`src/rtl/conv_mac_pkg.sv`:
```
// Shared types and default sizes for the convolution MAC controller.
// Imported by the interface and the controller.
package conv_mac_pkg;

    localparam int unsigned LEN_DEF     = 32;
    localparam int unsigned ACC_LEN_DEF = 72;
    localparam int unsigned CNT_LEN_DEF = 16;

    typedef enum logic [1:0] {
        IDLE,
        ISSUE,
        WAIT,
        DONE
    } state_e;

endpackage

```
`src/rtl/conv_mac_ctrl_if.sv`:
```
// Operand stream, multiplier link and result stream of the MAC controller.
// slave is the controller side; master is the surrounding datapath.
interface conv_mac_ctrl_if
    import conv_mac_pkg::*;
#(
    parameter int unsigned LEN     = LEN_DEF,
    parameter int unsigned ACC_LEN = ACC_LEN_DEF,
    parameter int unsigned CNT_LEN = CNT_LEN_DEF
) ();

    logic               in_valid;
    logic               in_ready;
    logic [LEN-1:0]     in_a;
    logic [LEN-1:0]     in_b;
    logic               in_last;

    logic               mul_start;
    logic [LEN-1:0]     mul_multiplicand;
    logic [LEN-1:0]     mul_multiplier;
    logic [2*LEN-1:0]   mul_product;
    logic               mul_finish;

    logic               out_valid;
    logic               out_ready;
    logic [ACC_LEN-1:0] out_sum;
    logic [CNT_LEN-1:0] out_count;
    logic               out_overflow;

    modport slave (
        input  in_valid, in_a, in_b, in_last,
        output in_ready,
        output mul_start, mul_multiplicand, mul_multiplier,
        input  mul_product, mul_finish,
        output out_valid, out_sum, out_count, out_overflow,
        input  out_ready
    );

    modport master (
        output in_valid, in_a, in_b, in_last,
        input  in_ready,
        input  mul_start, mul_multiplicand, mul_multiplier,
        output mul_product, mul_finish,
        input  out_valid, out_sum, out_count, out_overflow,
        output out_ready
    );

endinterface

```
`src/rtl/conv_mac_ctrl.sv`:
```
// Dot-product controller: one external multiply per operand pair,
// accumulated into a wide sum and released on the pair tagged last.
module conv_mac_ctrl
    import conv_mac_pkg::*;
#(
    parameter int unsigned LEN     = LEN_DEF,
    parameter int unsigned ACC_LEN = ACC_LEN_DEF,
    parameter int unsigned CNT_LEN = CNT_LEN_DEF
) (
    input  logic           clk,
    input  logic           rst_n,
    conv_mac_ctrl_if.slave bus
);

    localparam int unsigned PAD = ACC_LEN + 1 - 2 * LEN;

    state_e             state_q;
    logic [LEN-1:0]     a_q;
    logic [LEN-1:0]     b_q;
    logic               last_q;
    logic [ACC_LEN-1:0] acc_q;
    logic [CNT_LEN-1:0] cnt_q;
    logic               ovf_q;
    logic               start_q;
    logic               valid_q;
    logic               ready_q;

    // Extra top bit captures the carry out of the accumulator.
    logic [ACC_LEN:0]   sum_d;
    logic [CNT_LEN-1:0] cnt_d;

    assign sum_d = {1'b0, acc_q}
                 + {{PAD{1'b0}}, bus.mul_product};
    assign cnt_d = cnt_q + 1'b1;

    always_ff @(posedge clk or negedge rst_n) begin
        if (!rst_n) begin
            state_q <= IDLE;
            a_q     <= '0;
            b_q     <= '0;
            last_q  <= 1'b0;
            acc_q   <= '0;
            cnt_q   <= '0;
            ovf_q   <= 1'b0;
            start_q <= 1'b0;
            valid_q <= 1'b0;
            ready_q <= 1'b1;
        end else begin
            unique case (state_q)
                IDLE: begin
                    if (bus.in_valid) begin
                        a_q     <= bus.in_a;
                        b_q     <= bus.in_b;
                        last_q  <= bus.in_last;
                        ready_q <= 1'b0;
                        start_q <= 1'b1;
                        state_q <= ISSUE;
                    end
                end
                ISSUE: begin
                    start_q <= 1'b0;
                    state_q <= WAIT;
                end
                WAIT: begin
                    if (bus.mul_finish) begin
                        acc_q <= sum_d[ACC_LEN-1:0];
                        ovf_q <= ovf_q | sum_d[ACC_LEN];
                        cnt_q <= cnt_d;
                        if (last_q) begin
                            valid_q <= 1'b1;
                            state_q <= DONE;
                        end else begin
                            ready_q <= 1'b1;
                            state_q <= IDLE;
                        end
                    end
                end
                DONE: begin
                    if (bus.out_ready) begin
                        acc_q   <= '0;
                        cnt_q   <= '0;
                        ovf_q   <= 1'b0;
                        valid_q <= 1'b0;
                        ready_q <= 1'b1;
                        state_q <= IDLE;
                    end
                end
            endcase
        end
    end

    assign bus.in_ready         = ready_q;
    assign bus.mul_start        = start_q;
    assign bus.mul_multiplicand = a_q;
    assign bus.mul_multiplier   = b_q;
    assign bus.out_valid        = valid_q;
    assign bus.out_sum          = acc_q;
    assign bus.out_count        = cnt_q;
    assign bus.out_overflow     = ovf_q;

endmodule

```
`src/flat_wrapper.sv`:
```
// flat-port wrapper written by rule: the top's interface ports become plain ports
module conv_mac_ctrl_flat import conv_mac_pkg::*;
#(
    parameter int unsigned LEN     = LEN_DEF,
    parameter int unsigned ACC_LEN = ACC_LEN_DEF,
    parameter int unsigned CNT_LEN = CNT_LEN_DEF
)
  (clk, rst_n, bus_in_valid, bus_in_a, bus_in_b, bus_in_last, bus_in_ready, bus_mul_start, bus_mul_multiplicand, bus_mul_multiplier, bus_mul_product, bus_mul_finish, bus_out_valid, bus_out_sum, bus_out_count, bus_out_overflow, bus_out_ready);
  conv_mac_ctrl_if #(.LEN(LEN), .ACC_LEN(ACC_LEN), .CNT_LEN(CNT_LEN)) bus_i ();
  input  logic clk;
  input  logic rst_n;
  input wire logic [$bits(bus_i.in_valid)-1:0] bus_in_valid;
  input wire logic [$bits(bus_i.in_a)-1:0] bus_in_a;
  input wire logic [$bits(bus_i.in_b)-1:0] bus_in_b;
  input wire logic [$bits(bus_i.in_last)-1:0] bus_in_last;
  output wire logic [$bits(bus_i.in_ready)-1:0] bus_in_ready;
  output wire logic [$bits(bus_i.mul_start)-1:0] bus_mul_start;
  output wire logic [$bits(bus_i.mul_multiplicand)-1:0] bus_mul_multiplicand;
  output wire logic [$bits(bus_i.mul_multiplier)-1:0] bus_mul_multiplier;
  input wire logic [$bits(bus_i.mul_product)-1:0] bus_mul_product;
  input wire logic [$bits(bus_i.mul_finish)-1:0] bus_mul_finish;
  output wire logic [$bits(bus_i.out_valid)-1:0] bus_out_valid;
  output wire logic [$bits(bus_i.out_sum)-1:0] bus_out_sum;
  output wire logic [$bits(bus_i.out_count)-1:0] bus_out_count;
  output wire logic [$bits(bus_i.out_overflow)-1:0] bus_out_overflow;
  input wire logic [$bits(bus_i.out_ready)-1:0] bus_out_ready;
  assign bus_i.in_valid = bus_in_valid;
  assign bus_i.in_a = bus_in_a;
  assign bus_i.in_b = bus_in_b;
  assign bus_i.in_last = bus_in_last;
  assign bus_in_ready = bus_i.in_ready;
  assign bus_mul_start = bus_i.mul_start;
  assign bus_mul_multiplicand = bus_i.mul_multiplicand;
  assign bus_mul_multiplier = bus_i.mul_multiplier;
  assign bus_i.mul_product = bus_mul_product;
  assign bus_i.mul_finish = bus_mul_finish;
  assign bus_out_valid = bus_i.out_valid;
  assign bus_out_sum = bus_i.out_sum;
  assign bus_out_count = bus_i.out_count;
  assign bus_out_overflow = bus_i.out_overflow;
  assign bus_i.out_ready = bus_out_ready;
  conv_mac_ctrl #(.LEN(LEN), .ACC_LEN(ACC_LEN), .CNT_LEN(CNT_LEN)) u_core (.clk(clk), .rst_n(rst_n), .bus(bus_i));
endmodule
```
`config.mk`:
```
export PLATFORM = sky130hd
export DESIGN_NAME = conv_mac_ctrl_flat
export DESIGN_NICKNAME = d
export VERILOG_FILES = /design/src/rtl/conv_mac_pkg.sv /design/src/rtl/conv_mac_ctrl_if.sv /design/src/rtl/conv_mac_ctrl.sv /design/src/flat_wrapper.sv
export SDC_FILE = /design/constraint.sdc
export NUM_CORES = 1
export LEC_CHECK = 0
export CAP_MARGIN = 20
export CORE_ASPECT_RATIO = 1.1
export CORE_MARGIN = 1.5
export CORE_UTILIZATION = 45
export CTS_BUF_LIST = sky130_fd_sc_hd__clkbuf_4
export CTS_CLUSTER_DIAMETER = 50
export DETAILED_ROUTE_END_ITERATION = 12
export PLACE_DENSITY_LB_ADDON = 0.08
export SYNTH_ARGS = -nofsm -noshare
export SYNTH_HDL_FRONTEND = slang
export SYNTH_SLANG_ARGS = --single-unit
```
`constraint.sdc`:
```
create_clock -name clk -period 9.2 [get_ports clk]
set_input_delay 1.84 -clock clk [delete_from_list [all_inputs] [get_ports clk]]
set_output_delay 1.84 -clock clk [all_outputs]
set_load 0.01 [all_outputs]
```
==> results.toml <==
[run_status]
status = "completed"

[route]
viasPerCell = 5.48
drtIter0Drc = 442
vias = 8950
antenna_left = 0
drt_pass1_iterations = 5
drt-total-wl_mm = 28.5
drc = 0
wire_per_inst_um = 17.5

[floorplanning]
floorplan.core_area_um2 = 21500
fp-row-count = 56
die_w_um = 145
start_util_pct = 46.2
ioPinCount = 290
die_h_um = 159
dieArea_um2 = 23000

[synthesis]
async_flop_share_pct = 100
yosysTopAreaCellShare_pct = 39.8
synth_edf_count = 0
ys_seq_elements = 159
synth_warnings = 0
yosysMostFrequentCell = "dfrtp_1"
avgSynthCellArea_um2 = 9.32
synth_top_area_cell = "dfrtp_1"
synth_top_flop_cell = "dfrtp_1"
synthTopCellsByCount = "dfrtp_1 (158), nand2_1 (132), o21ai_0 (96)"
synth_area_leaders = "dfrtp_1 (40%), ha_1 (8.2%), mux2_2 (7.4%), nand2_1 (5.0%), o21ai_0 (4.8%)"
syn_area_um2 = 9930
syn_inst = 1066
syn_nets = 1266
synth_cell_types = 74
yosysSeqAreaShare_pct = 40.1

[min_path]
min_path_type = "flip-flop to flip-flop"
hold_depth = 1
min_from = "u_core.bus.mul_multiplier[17]"
min_to = "u_core.bus.mul_multiplier[17]"

[clock_network]
cts_sinks = 159
numCtsBuffers = 17
ctsHoldBuffers = 0
cts_setup_buffers = 0
cts.htree.levels = 4
insertion_delay_ps = 580
clk_pin_slew_worst_paths_ps = 150
cts_root_buffer = "clkbuf_4"
cts-resized-gates = 0
clockBufferDepth = 2
cts_tree = "yes"

[timing]
worst_pin_slew_ps = 844
tns_ps = 0
layout_min_cycle_time_ps = 4860
hold_viol_final = 0
max_freq_mhz = 206
fin_skew_ps = 22.8
setup_viol = 0
slew_viol_final = 0
period_share_pct = 52.8
slew-limit-headroom_pct = 43.6
rsz0062_at_grt = "false"

[critical_path]
critPathRequiredTime_ps = 9630
r2r_cells = 12
critPathMaxFanout = 6
r2r_slack_ps = 5590
critPathKind = "primary input to flip-flop"
critPathLaunchType = "primary input"
rr_endpoint = "u_core.bus.out_sum[50]"
rr_startpoint = "u_core.bus.out_sum[0]"
crit_path_end_kind = "flip-flop"
arrival_ps = 5290

[layout]
drive_above_1_share_pct = 9.40
nets = 1529
area_growth_syn_to_layout_pct = 34.3
utilization_pct = 62.0
fin_area_um2 = 13300
n_fill_cell = 1908

[placed_design]
port_buffers = 289
post-dp-hpwl_mm = 21.5
place_area_um2 = 13100
gp_congestion = 0.862

[global_route]
grt_pass1_vias = 8978
grt_max_degree = 63
grt_pass1_wl_mm = 46.4
antenna_found_initial = 1
grt_overflow = 0
grtUsageTotal_pct = 25.3

[power_and_ir_drop]
irDropWorstVdd_mv = 0.135
p_leak_nw = 5.71
power-per-cell-area_nw_per_um2 = 314

[flow_run]
maxCapViolCount = 0
how the worst max path moves through the flow:
| stage | startpoint | end | slack, ps |
|---|---|---|---|
| after global placement | bus_mul_product[0] | u_core.bus.out_sum[50] | 3800 |
| final | bus_mul_product[0] | u_core.bus.out_sum[50] | 4340 |
| after global routing | bus_mul_product[0] | u_core.bus.out_sum[50] | 4130 |
| after floorplan | bus_mul_product[0] | u_core.bus.out_sum[50] | 4810 |
| after detailed placement | bus_mul_product[0] | u_core.bus.out_sum[50] | 3750 |
| after CTS | bus_mul_product[0] | u_core.bus.out_sum[50] | 4380 |
report_power, final:
part	total, mW	switching [mW]	internal, mW
clock network	0.426	0.304	0.121
logic	2.56	1.31	1.25
registers	1.21	0.214	0.992
total	4.19	1.83	2.36
cell type report:
class                      count  area, um^2  share of cell area, %
tap                          290         363                   2.72
sequential                   159        3980                   29.8
clock buffer                  17         128                  0.957
clock inverter                14         143                   1.07
multi-input combinational    835        5700                   42.7
inverter                      20        75.1                  0.563
antenna                        2        5.00                 0.0375
timing repair buffer         296        2950                   22.1
critical path, cell delays in order:
cell and delay [ps]:
clkdlybuf4s50_1 410, ha_1 240, fa_1 420, a21o_1 200
a221oi_2 430, o2111ai_1 200, nand4_1 110, nor3b_2 490
o21ai_0 300, a21oi_1 310, o21bai_1 130, xnor2_1 130
o21ai_0 80
cells in the final DEF, fill, tap and decap left out, types with 27 or more instances in the layout:
cell type,n
a21oi_1,91
mux2_2,65
nor2_1,69
xnor2_1,32
nand4_1,27
dfrtp_1,158
nand2_1,132
o21ai_0,96
ha_1,65
xor2_1,42
clkdlybuf4s50_1,288
sequential cells by signal (all words and copies together), names as in the netlist:
signal and flops:
u_core.last_q 1, u_core.bus.out_sum 72, u_core.bus.in_ready 1, u_core.state_q 2
u_core.bus.out_overflow 1, u_core.bus.mul_start 1, u_core.bus.mul_multiplier 32, u_core.bus.out_count 16
u_core.bus.out_valid 1, u_core.bus.mul_multiplicand 32
routing by layer:
| layer | routed length [um] | vias up | track usage [%] |
|---|---|---|---|
| li1 | - | 4377 | - |
| met1 | 12400 | 4247 | 32.8 |
| met2 | 13800 | 283 | 42.1 |
| met3 | 1740 | 43 | 5.13 |
| met4 | 651 | 0 | 7.62 |
| met5 | 0 | - | 0 |
logic make-up (layout without fill, tap and decap cells):
logic type      after synthesis  in the layout  share of synthesized area, %
simple gates                316            316                          14.7
compound gates              309            309                          19.6
flops                       159            159                          40.1
xor+xnor                     74             74                          6.52
buf+inv                      72            347                          2.75
mux                          70             70                          7.90
fa+ha+maj                    66             66                          8.39
other cells                   0              2                             0
stage by stage:
| stage | total power [mW] | cells | hold WS [ps] | setup WS, ps |
|---|---|---|---|---|
| after detailed placement | 3.78 | 1600 | 495 | 3750 |
| final | 4.19 | 1633 | 525 | 4340 |
| after floorplan | 2.73 | 1066 | 518 | 4810 |
| after CTS | 4.22 | 1631 | 528 | 4380 |
| after global placement | 3.74 | 1600 | 488 | 3800 |
| after global routing | 4.53 | 1632 | 539 | 4130 |
Note: power is estimated with default switching activity, not from simulation.
